File: src/rtl/vcm_i2c_pkg.sv
// Shared definitions for the VCM I2C target and the autofocus master that
// talks to it: bus constants, the byte-count limit of a VCM word, and the
// target FSM state encoding.
package vcm_i2c_pkg;

   // 7-bit address of the lens VCM driver (write byte 8'h18, read byte 8'h19)
   localparam logic [6:0] VCM_DEV_ADDR = 7'h0C;

   // R/W bit values in the address byte
   localparam logic I2C_WR = 1'b0;
   localparam logic I2C_RD = 1'b1;

   // Number of data bytes that make up one VCM word
   localparam int unsigned VCM_BYTE_LIMIT = 2;

   // Target protocol states
   typedef enum logic [2:0] {
      IDLE,
      ADDR,
      ADDR_ACK,
      WR_BYTE,
      WR_ACK,
      RD_BYTE,
      RD_MACK,
      WAIT_STOP
   } i2c_state_e;

   // Byte returned on a read: high byte, low byte, then zero padding
   function automatic logic [7:0] rd_byte_sel(input logic [15:0] word,
                                              input logic [1:0]  idx);
      logic [7:0] sel;
      case (idx)
         2'd0:    sel = word[15:8];
         2'd1:    sel = word[7:0];
         default: sel = 8'h00;
      endcase
      return sel;
   endfunction

endpackage

File: src/rtl/i2c_line_filter.sv
// Conditions one open-drain I2C line for use in the CLK_50 domain:
// two-flop synchronizer, a FILT_LEN-sample stability filter, and one-cycle
// rise/fall strobes that coincide with the new filtered level.
module i2c_line_filter #(
   parameter int FILT_LEN = 3
) (
   input  logic clk,
   input  logic rst_n,
   input  logic line,
   output logic level,
   output logic rise,
   output logic fall
);

   localparam int CW = (FILT_LEN > 1) ? $clog2(FILT_LEN) : 1;

   logic [1:0]    sync;
   logic [CW-1:0] cnt;

   // Synchronize the pin, then accept a new level only after it has held
   // for FILT_LEN consecutive samples; shorter pulses reset the count.
   always_ff @(posedge clk or negedge rst_n) begin
      if (!rst_n) begin
         // NOTE: both lines idle high on an I2C bus, so the synchronizer and
         // filter reset to 1; resetting to 0 would fake a rising edge.
         sync  <= 2'b11;
         level <= 1'b1;
         cnt   <= '0;
         rise  <= 1'b0;
         fall  <= 1'b0;
      end else begin
         // NOTE: non-blocking assignments let every flop sample the values
         // from before this edge, so the sync chain really is two stages.
         sync <= {sync[0], line};
         rise <= 1'b0;
         fall <= 1'b0;
         if (sync[1] != level) begin
            if (cnt == CW'(FILT_LEN - 1)) begin
               level <= sync[1];
               cnt   <= '0;
               rise  <= sync[1];
               fall  <= ~sync[1];
            end else begin
               cnt <= cnt + 1'b1;
            end
         end else begin
            cnt <= '0;
         end
      end
   end

endmodule

File: src/rtl/vcm_i2c_target.sv
// I2C target that stands in for the camera lens VCM driver. It accepts the
// 2-byte VCM word written by the autofocus master, commits it after the
// second data ACK, and returns the stored word on a read. SCL is sampled as
// data on CLK_50; nothing here is clocked by SCL.
module vcm_i2c_target
   import vcm_i2c_pkg::*;
#(
   parameter logic [6:0]  DEV_ADDR   = VCM_DEV_ADDR,
   parameter int          FILT_LEN   = 3,
   parameter logic [15:0] RESET_DATA = 16'h0000
) (
   input  logic        CLK_50,
   input  logic        RESET_N,
   input  logic        SCL,
   input  logic        SDA_IN,
   output logic        SDA_OE,
   output logic [15:0] VCM_DATA,
   output logic        VCM_WR,
   output logic        BUSY,
   output logic [7:0]  NACK_CNT
);

   logic scl_lvl, scl_rise, scl_fall;
   logic sda_lvl, sda_rise, sda_fall;
   logic start_det, stop_det;

   i2c_state_e  state, state_n;
   logic [3:0]  bit_cnt, bit_cnt_n;     // SCL rising edges seen in this byte
   logic [1:0]  byte_idx, byte_idx_n;   // data byte index, saturates at limit
   logic [6:0]  shreg, shreg_n;         // first seven bits of incoming byte
   logic [6:0]  tx, tx_n;               // remaining bits of outgoing byte
   logic [15:0] shadow, shadow_n;       // write word before commit
   logic        rw, rw_n;
   logic        oe_n, busy_n, wr_n;
   logic [15:0] data_n;
   logic [7:0]  nack_n;
   logic [7:0]  rd_byte;

   i2c_line_filter #(.FILT_LEN(FILT_LEN)) u_scl_filt (
      .clk   (CLK_50),
      .rst_n (RESET_N),
      .line  (SCL),
      .level (scl_lvl),
      .rise  (scl_rise),
      .fall  (scl_fall)
   );

   i2c_line_filter #(.FILT_LEN(FILT_LEN)) u_sda_filt (
      .clk   (CLK_50),
      .rst_n (RESET_N),
      .line  (SDA_IN),
      .level (sda_lvl),
      .rise  (sda_rise),
      .fall  (sda_fall)
   );

   // SDA moving while SCL is high marks bus conditions, never data
   assign start_det = sda_fall & scl_lvl;
   assign stop_det  = sda_rise & scl_lvl;

   // Register FSM state and every output, so SDA_OE moves one cycle after
   // the filtered SCL fall and reset releases SDA immediately.
   always_ff @(posedge CLK_50 or negedge RESET_N) begin
      if (!RESET_N) begin
         state    <= IDLE;
         bit_cnt  <= '0;
         byte_idx <= '0;
         shreg    <= '0;
         tx       <= '0;
         shadow   <= '0;
         rw       <= I2C_WR;
         SDA_OE   <= 1'b0;
         BUSY     <= 1'b0;
         VCM_DATA <= RESET_DATA;
         VCM_WR   <= 1'b0;
         NACK_CNT <= '0;
      end else begin
         state    <= state_n;
         bit_cnt  <= bit_cnt_n;
         byte_idx <= byte_idx_n;
         shreg    <= shreg_n;
         tx       <= tx_n;
         shadow   <= shadow_n;
         rw       <= rw_n;
         SDA_OE   <= oe_n;
         BUSY     <= busy_n;
         VCM_DATA <= data_n;
         VCM_WR   <= wr_n;
         NACK_CNT <= nack_n;
      end
   end

   // Next-state and output decode: STOP wins, then START, then SCL edges
   // within the current state. Bits are taken on SCL rise; SDA_OE is only
   // changed on SCL fall.
   always_comb begin
      // NOTE: every variable gets its hold value first, so paths that do
      // not assign it cannot infer a latch.
      state_n    = state;
      bit_cnt_n  = bit_cnt;
      byte_idx_n = byte_idx;
      shreg_n    = shreg;
      tx_n       = tx;
      shadow_n   = shadow;
      rw_n       = rw;
      oe_n       = SDA_OE;
      busy_n     = BUSY;
      data_n     = VCM_DATA;
      wr_n       = 1'b0;
      nack_n     = NACK_CNT;
      rd_byte    = 8'h00;

      if (stop_det) begin
         state_n    = IDLE;
         oe_n       = 1'b0;
         busy_n     = 1'b0;
         bit_cnt_n  = '0;
         byte_idx_n = '0;
      end else if (start_det) begin
         // Covers repeated START: any byte in flight and the shadow word
         // are abandoned.
         state_n    = ADDR;
         oe_n       = 1'b0;
         bit_cnt_n  = '0;
         byte_idx_n = '0;
         shadow_n   = '0;
      end else begin
         unique case (state)
            IDLE: begin
               oe_n = 1'b0;
            end

            ADDR: begin
               if (scl_rise) begin
                  shreg_n = {shreg[5:0], sda_lvl};
                  if (bit_cnt == 4'd7) begin
                     // shreg holds the 7 address bits, the 8th is R/W
                     if (shreg == DEV_ADDR) begin
                        state_n   = ADDR_ACK;
                        busy_n    = 1'b1;
                        rw_n      = sda_lvl;
                        bit_cnt_n = 4'd8;
                     end else begin
                        state_n = WAIT_STOP;
                     end
                  end else begin
                     bit_cnt_n = bit_cnt + 4'd1;
                  end
               end
            end

            ADDR_ACK: begin
               if (scl_rise) begin
                  bit_cnt_n = 4'd9;
               end else if (scl_fall) begin
                  if (bit_cnt == 4'd8) begin
                     oe_n = 1'b1;
                  end else begin
                     bit_cnt_n  = '0;
                     byte_idx_n = '0;
                     if (rw == I2C_RD) begin
                        rd_byte = rd_byte_sel(VCM_DATA, 2'd0);
                        state_n = RD_BYTE;
                        oe_n    = ~rd_byte[7];
                        tx_n    = rd_byte[6:0];
                     end else begin
                        state_n = WR_BYTE;
                        oe_n    = 1'b0;
                     end
                  end
               end
            end

            WR_BYTE: begin
               if (scl_rise) begin
                  shreg_n = {shreg[5:0], sda_lvl};
                  if (bit_cnt == 4'd7) begin
                     if (byte_idx < 2'(VCM_BYTE_LIMIT)) begin
                        if (byte_idx == 2'd0) shadow_n[15:8] = {shreg, sda_lvl};
                        else                  shadow_n[7:0]  = {shreg, sda_lvl};
                        state_n   = WR_ACK;
                        bit_cnt_n = 4'd8;
                     end else begin
                        // Surplus byte: leave SDA released so the master
                        // sees a NACK on the 9th clock.
                        state_n = WAIT_STOP;
                        if (NACK_CNT != 8'hFF) nack_n = NACK_CNT + 8'd1;
                     end
                  end else begin
                     bit_cnt_n = bit_cnt + 4'd1;
                  end
               end
            end

            WR_ACK: begin
               if (scl_rise) begin
                  bit_cnt_n = 4'd9;
               end else if (scl_fall) begin
                  if (bit_cnt == 4'd8) begin
                     oe_n = 1'b1;
                  end else begin
                     oe_n       = 1'b0;
                     bit_cnt_n  = '0;
                     state_n    = WR_BYTE;
                     byte_idx_n = byte_idx + 2'd1;
                     // Word is complete only once the last byte's ACK clock
                     // has finished.
                     if (byte_idx == 2'(VCM_BYTE_LIMIT - 1)) begin
                        data_n = shadow;
                        wr_n   = 1'b1;
                     end
                  end
               end
            end

            RD_BYTE: begin
               if (scl_rise) begin
                  if (bit_cnt != 4'd8) bit_cnt_n = bit_cnt + 4'd1;
               end else if (scl_fall) begin
                  if (bit_cnt == 4'd8) begin
                     oe_n    = 1'b0;
                     state_n = RD_MACK;
                  end else begin
                     oe_n = ~tx[6];
                     tx_n = {tx[5:0], 1'b0};
                  end
               end
            end

            RD_MACK: begin
               if (scl_rise) begin
                  if (sda_lvl) state_n = WAIT_STOP;
                  else         bit_cnt_n = 4'd9;
               end else if (scl_fall && bit_cnt == 4'd9) begin
                  byte_idx_n = (byte_idx == 2'(VCM_BYTE_LIMIT)) ? byte_idx
                                                                : byte_idx + 2'd1;
                  rd_byte    = rd_byte_sel(VCM_DATA, byte_idx_n);
                  bit_cnt_n  = '0;
                  state_n    = RD_BYTE;
                  oe_n       = ~rd_byte[7];
                  tx_n       = rd_byte[6:0];
               end
            end

            WAIT_STOP: begin
               oe_n = 1'b0;
            end

            default: begin
               state_n = IDLE;
               oe_n    = 1'b0;
            end
         endcase
      end
   end

endmodule

File: config.mk
export PLATFORM = sky130hd
export DESIGN_NAME = vcm_i2c_target
export DESIGN_NICKNAME = d
export VERILOG_FILES = /design/src/rtl/vcm_i2c_pkg.sv /design/src/rtl/i2c_line_filter.sv /design/src/rtl/vcm_i2c_target.sv
export SDC_FILE = /design/constraint.sdc
export NUM_CORES = 1
export LEC_CHECK = 0
export BUFFER_PORTS_ARGS = -buffer_cell sky130_fd_sc_hd__buf_2
export CORE_ASPECT_RATIO = 0.8
export CORE_MARGIN = 8
export CORE_UTILIZATION = 40
export DETAILED_ROUTE_END_ITERATION = 7
export PLACE_DENSITY = 0.57
export SLEW_MARGIN = 15
export SYNTH_ARGS = -nofsm -noshare
export SYNTH_HDL_FRONTEND = slang
export SYNTH_SLANG_ARGS = --single-unit
File: constraint.sdc
create_clock -name CLK_50 -period 4.2 [get_ports CLK_50]
set_input_delay 0.21 -clock CLK_50 [delete_from_list [all_inputs] [get_ports CLK_50]]
set_output_delay 0.21 -clock CLK_50 [all_outputs]
set_load 0.02 [all_outputs]
==> impl_results.md <==
- Status: completed
- Top FF cell, synth: dfrtp_1
- Adder-cell share of the synthesized area: 0.02463
- XOR/XNOR share of the synthesized area: 0.01724
- Simple-Gate Fraction of Synth Area: 0.1407
- Fraction of registers with async set/reset: 1.000
- RR Startpoint: state[2]$_DFFE_PN0P_
- Syn Std Cell Area: 4064 um2
- Yosys top cell area share: 0.4618
- 1st-iter DRT viols: 323
- Most common cell after layout, fill and taps aside: dfrtp_1
- Synth Net Count: between 300 and 400
- Drt wl/cell: between 15 and 20 um
- Hold Vio Cnt, Final: 0
- Post-route minimum period: 2.749 ns
- Placed cell areas: ~4300 um2
- First-pass GRT wire length: 15350 um
- Mux contribution to synthesized area: 0.1469
- PwrDens: 520.7 nW/um2
- Initial antenna violation count: 0
- DR vias: 2862
- Cells after Synth: 356
- Final setup vio count: 0
- Core Region: 10070 um2
- Commonest cells after routing, fill and taps aside: dfrtp_1, mux2_2, buf_2, inv_1, nand2_1
- Post-route cell area: 4669 um2
- End-of-flow core utilization: 0.4635
- Slowest CP cell: dfrtp_1
- Unrepaired setup endpoints after global routing: no
- Global route total overflow: 0
- Period Utilization, post-route: 0.6544
- Max-Cap Viols: 0
- Fin Hold WS: 0.03871 ns
- Max Clock Skew: 0.007521 ns
- CP Capture Type: flop
- Overall power: 2.431 mW
- Vias in the first global route: a little under 3000
- Synth-to-Final Area Change: 14.90%
- Die ar.: 13660 um2
- Yosys cell types: between 60 and 70
- Post-DP HPWL: approximately 6000 um
- Remaining antenna violation count: 0
- Synthesized flop and latch total: just over 80
- Worst vdd ir: 217.9 uV
- Req. time, crit path: ~4.4 ns
- Yosys top cell by area: dfrtp_1
- Final GP Congestion: 0.8609
- WP buf/inv: 0
- Die Span Y: around 110 um
- CP Class: reg2reg
- Starting density of the core: 0.4034
- Crit path max fanout: 25
- Worst-path clk slew: 0.06 ns
- Worst r2r dst: VCM_DATA[14]$_DFFE_PN0P_
- Port Buf Inserts: 30
- CTS tree: built
- DRT met1 WL: between 4000 and 5000 um
- Crit-path cells: nor2b_1, and4b_1, nand3_1, mux2_2
- Htree depth: 3
- Inserted Clock Buffers: 9
- Hold WC Path Type: in2async
- Final TNS setup: 0 ns
- All-Layer GR Usage: 0.1422
- CP peak stage delay: 0.85 ns
- Post-CTS Resized: 0
- DIE WIDTH: 128.7 um
- CP arrival: 2.96 ns
- Nets: about 400
- CTS max path bufs: 2
- WL met3: 513 um
- Largest family of logic cells by synthesized area: multiplexers
- CTS sink cnt: 81
- Seq/Total Area, Yosys: 0.5006
- Fmax: 363.8 MHz
- Yosys warnings: 0
- Worst-Margin Slew: 1.003 ns
- Syn_area_per_cell: 11.42 um2
- Largest net degree at the start of global routing: 82
- Routed WL: 8909 um
- Clk root buf: clkbuf_16
- DRC viols: 0
- Layout cells sized above 1: 0.2828
- Post-synth EDFFs: 0
- Final Max Tran Viols: 0
- Wire length on met2: approximately 3700 um
- DR pass1 iterations: 5
- Row count: 33
- N_diodes: 0
- Max-slew headroom: 0.3313
- Cell leakage power: 2.250 nW
- CP delay by family, top: simple AND/OR/NAND/NOR gates
- Setup crit start kind: flop
- Boundary Pins: 31
- Top post-synthesis cells by area: dfrtp_1, mux2_2, dfstp_2
- Compound-Gate Fraction of Synth Area: 0.1265
- Vias per cell: 5.410
- Reg2Reg Depth: 4
- DR top layer: met4
- Clock Latency Late Sink: 0.34 ns
- Worst reg-to-reg setup slack: 1.45 ns
-- cell type report --
type | count | area (um2)
tap | 140 | 175.2
multi-input combinational | 237 | 1853
clock buffer | 9 | 225.2
fill | 945 | 5405
sequential | 81 | 2034
clock inverter | 7 | 118.9
timing repair buffer | 33 | 180.2
inverter | 22 | 82.58
-- through the flow --
stage,instances,setup WS (ns)
6_report,529,1.451
5_1_grt,529,1.218
4_1_cts,529,1.464
3_5_place_dp,511,1.489
3_3_place_gp,511,1.549
2_1_floorplan,356,2.136
-- timing repair --
action,in CTS,in global routing
hold endpoints to repair,2,0
buffers inserted,0,0
hold buffers,2,0
-- how the worst max path moves through the flow --
stage                           startpoint                  endpoint  slack [ns]  cells after the start
CTS                   state[2]$_DFFE_PN0P_  VCM_DATA[14]$_DFFE_PN0P_        1.46                      4
global route          state[2]$_DFFE_PN0P_  VCM_DATA[12]$_DFFE_PN0P_        1.22                      4
floorplan           bit_cnt[0]$_DFFE_PN0P_    bit_cnt[3]$_DFFE_PN0P_        2.14                      7
detailed placement    state[2]$_DFFE_PN0P_  VCM_DATA[14]$_DFFE_PN0P_        1.49                      4
global placement      state[2]$_DFFE_PN0P_   VCM_DATA[4]$_DFFE_PN0P_        1.55                      4
finish                state[2]$_DFFE_PN0P_  VCM_DATA[14]$_DFFE_PN0P_        1.45                      4
-- cells by family after synthesis --
family                     after synthesis
and+or+nand+nor                         98
DFF                                     81
AOI/OAI and AO/OA                       69
muxes                                   54
buffers and inverters                   38
xor gates and xnor gates                 8
adders and majority gates                8
-- report_power, final --
part           switching [mW]  total, mW  leakage, nW  internal (mW)
Sequential              0.154       1.02         1.10          0.864
Combinational           0.284      0.520        0.991          0.236
Clock                   0.313      0.893        0.162          0.580
-- cell usage after synthesis, types with 2 or more instances --
library cell / number
dfrtp_1: 75
mux2_2: 45
inv_1: 22
nand2_1: 19
nor2_1: 14
nand3_1: 12
a21oi_1: 11
o21ai_0: 10
mux2i_1: 9
ha_1: 8
nand2b_1: 8
and2_1: 7
nor3_1: 7
a211oi_1: 6
a222oi_1: 6
buf_2: 6
dfstp_2: 6
a22o_1: 5
nor2b_1: 5
xnor2_1: 5
clkbuf_1: 4
o22ai_1: 4
or3_1: 4
and3b_1: 3
buf_6: 3
nand3b_1: 3
nor4_1: 3
o21bai_1: 3
xor2_1: 3
a21o_1: 2
a221oi_1: 2
a311oi_1: 2
a32oi_1: 2
and4b_1: 2
buf_1: 2
o21a_1: 2
-- state kept, by name, summed over array words and instances, names as in the netlist, 3 cells and up --
register,flops
VCM_DATA,16
NACK_CNT,8
tx,7
state,3
bit_cnt,4
shadow,16
shreg,7
-- layer usage --
| metal | vias to the layer above | track usage |
|---|---|---|
| li1 | 1357 | - |
| met1 | 1419 | 0.2101 |
| met2 | 75 | 0.1962 |
| met3 | 11 | 0.03852 |
| met4 | 0 | 0.04268 |
| met5 | - | 0 |
Note: power is estimated with default switching activity, not from simulation.
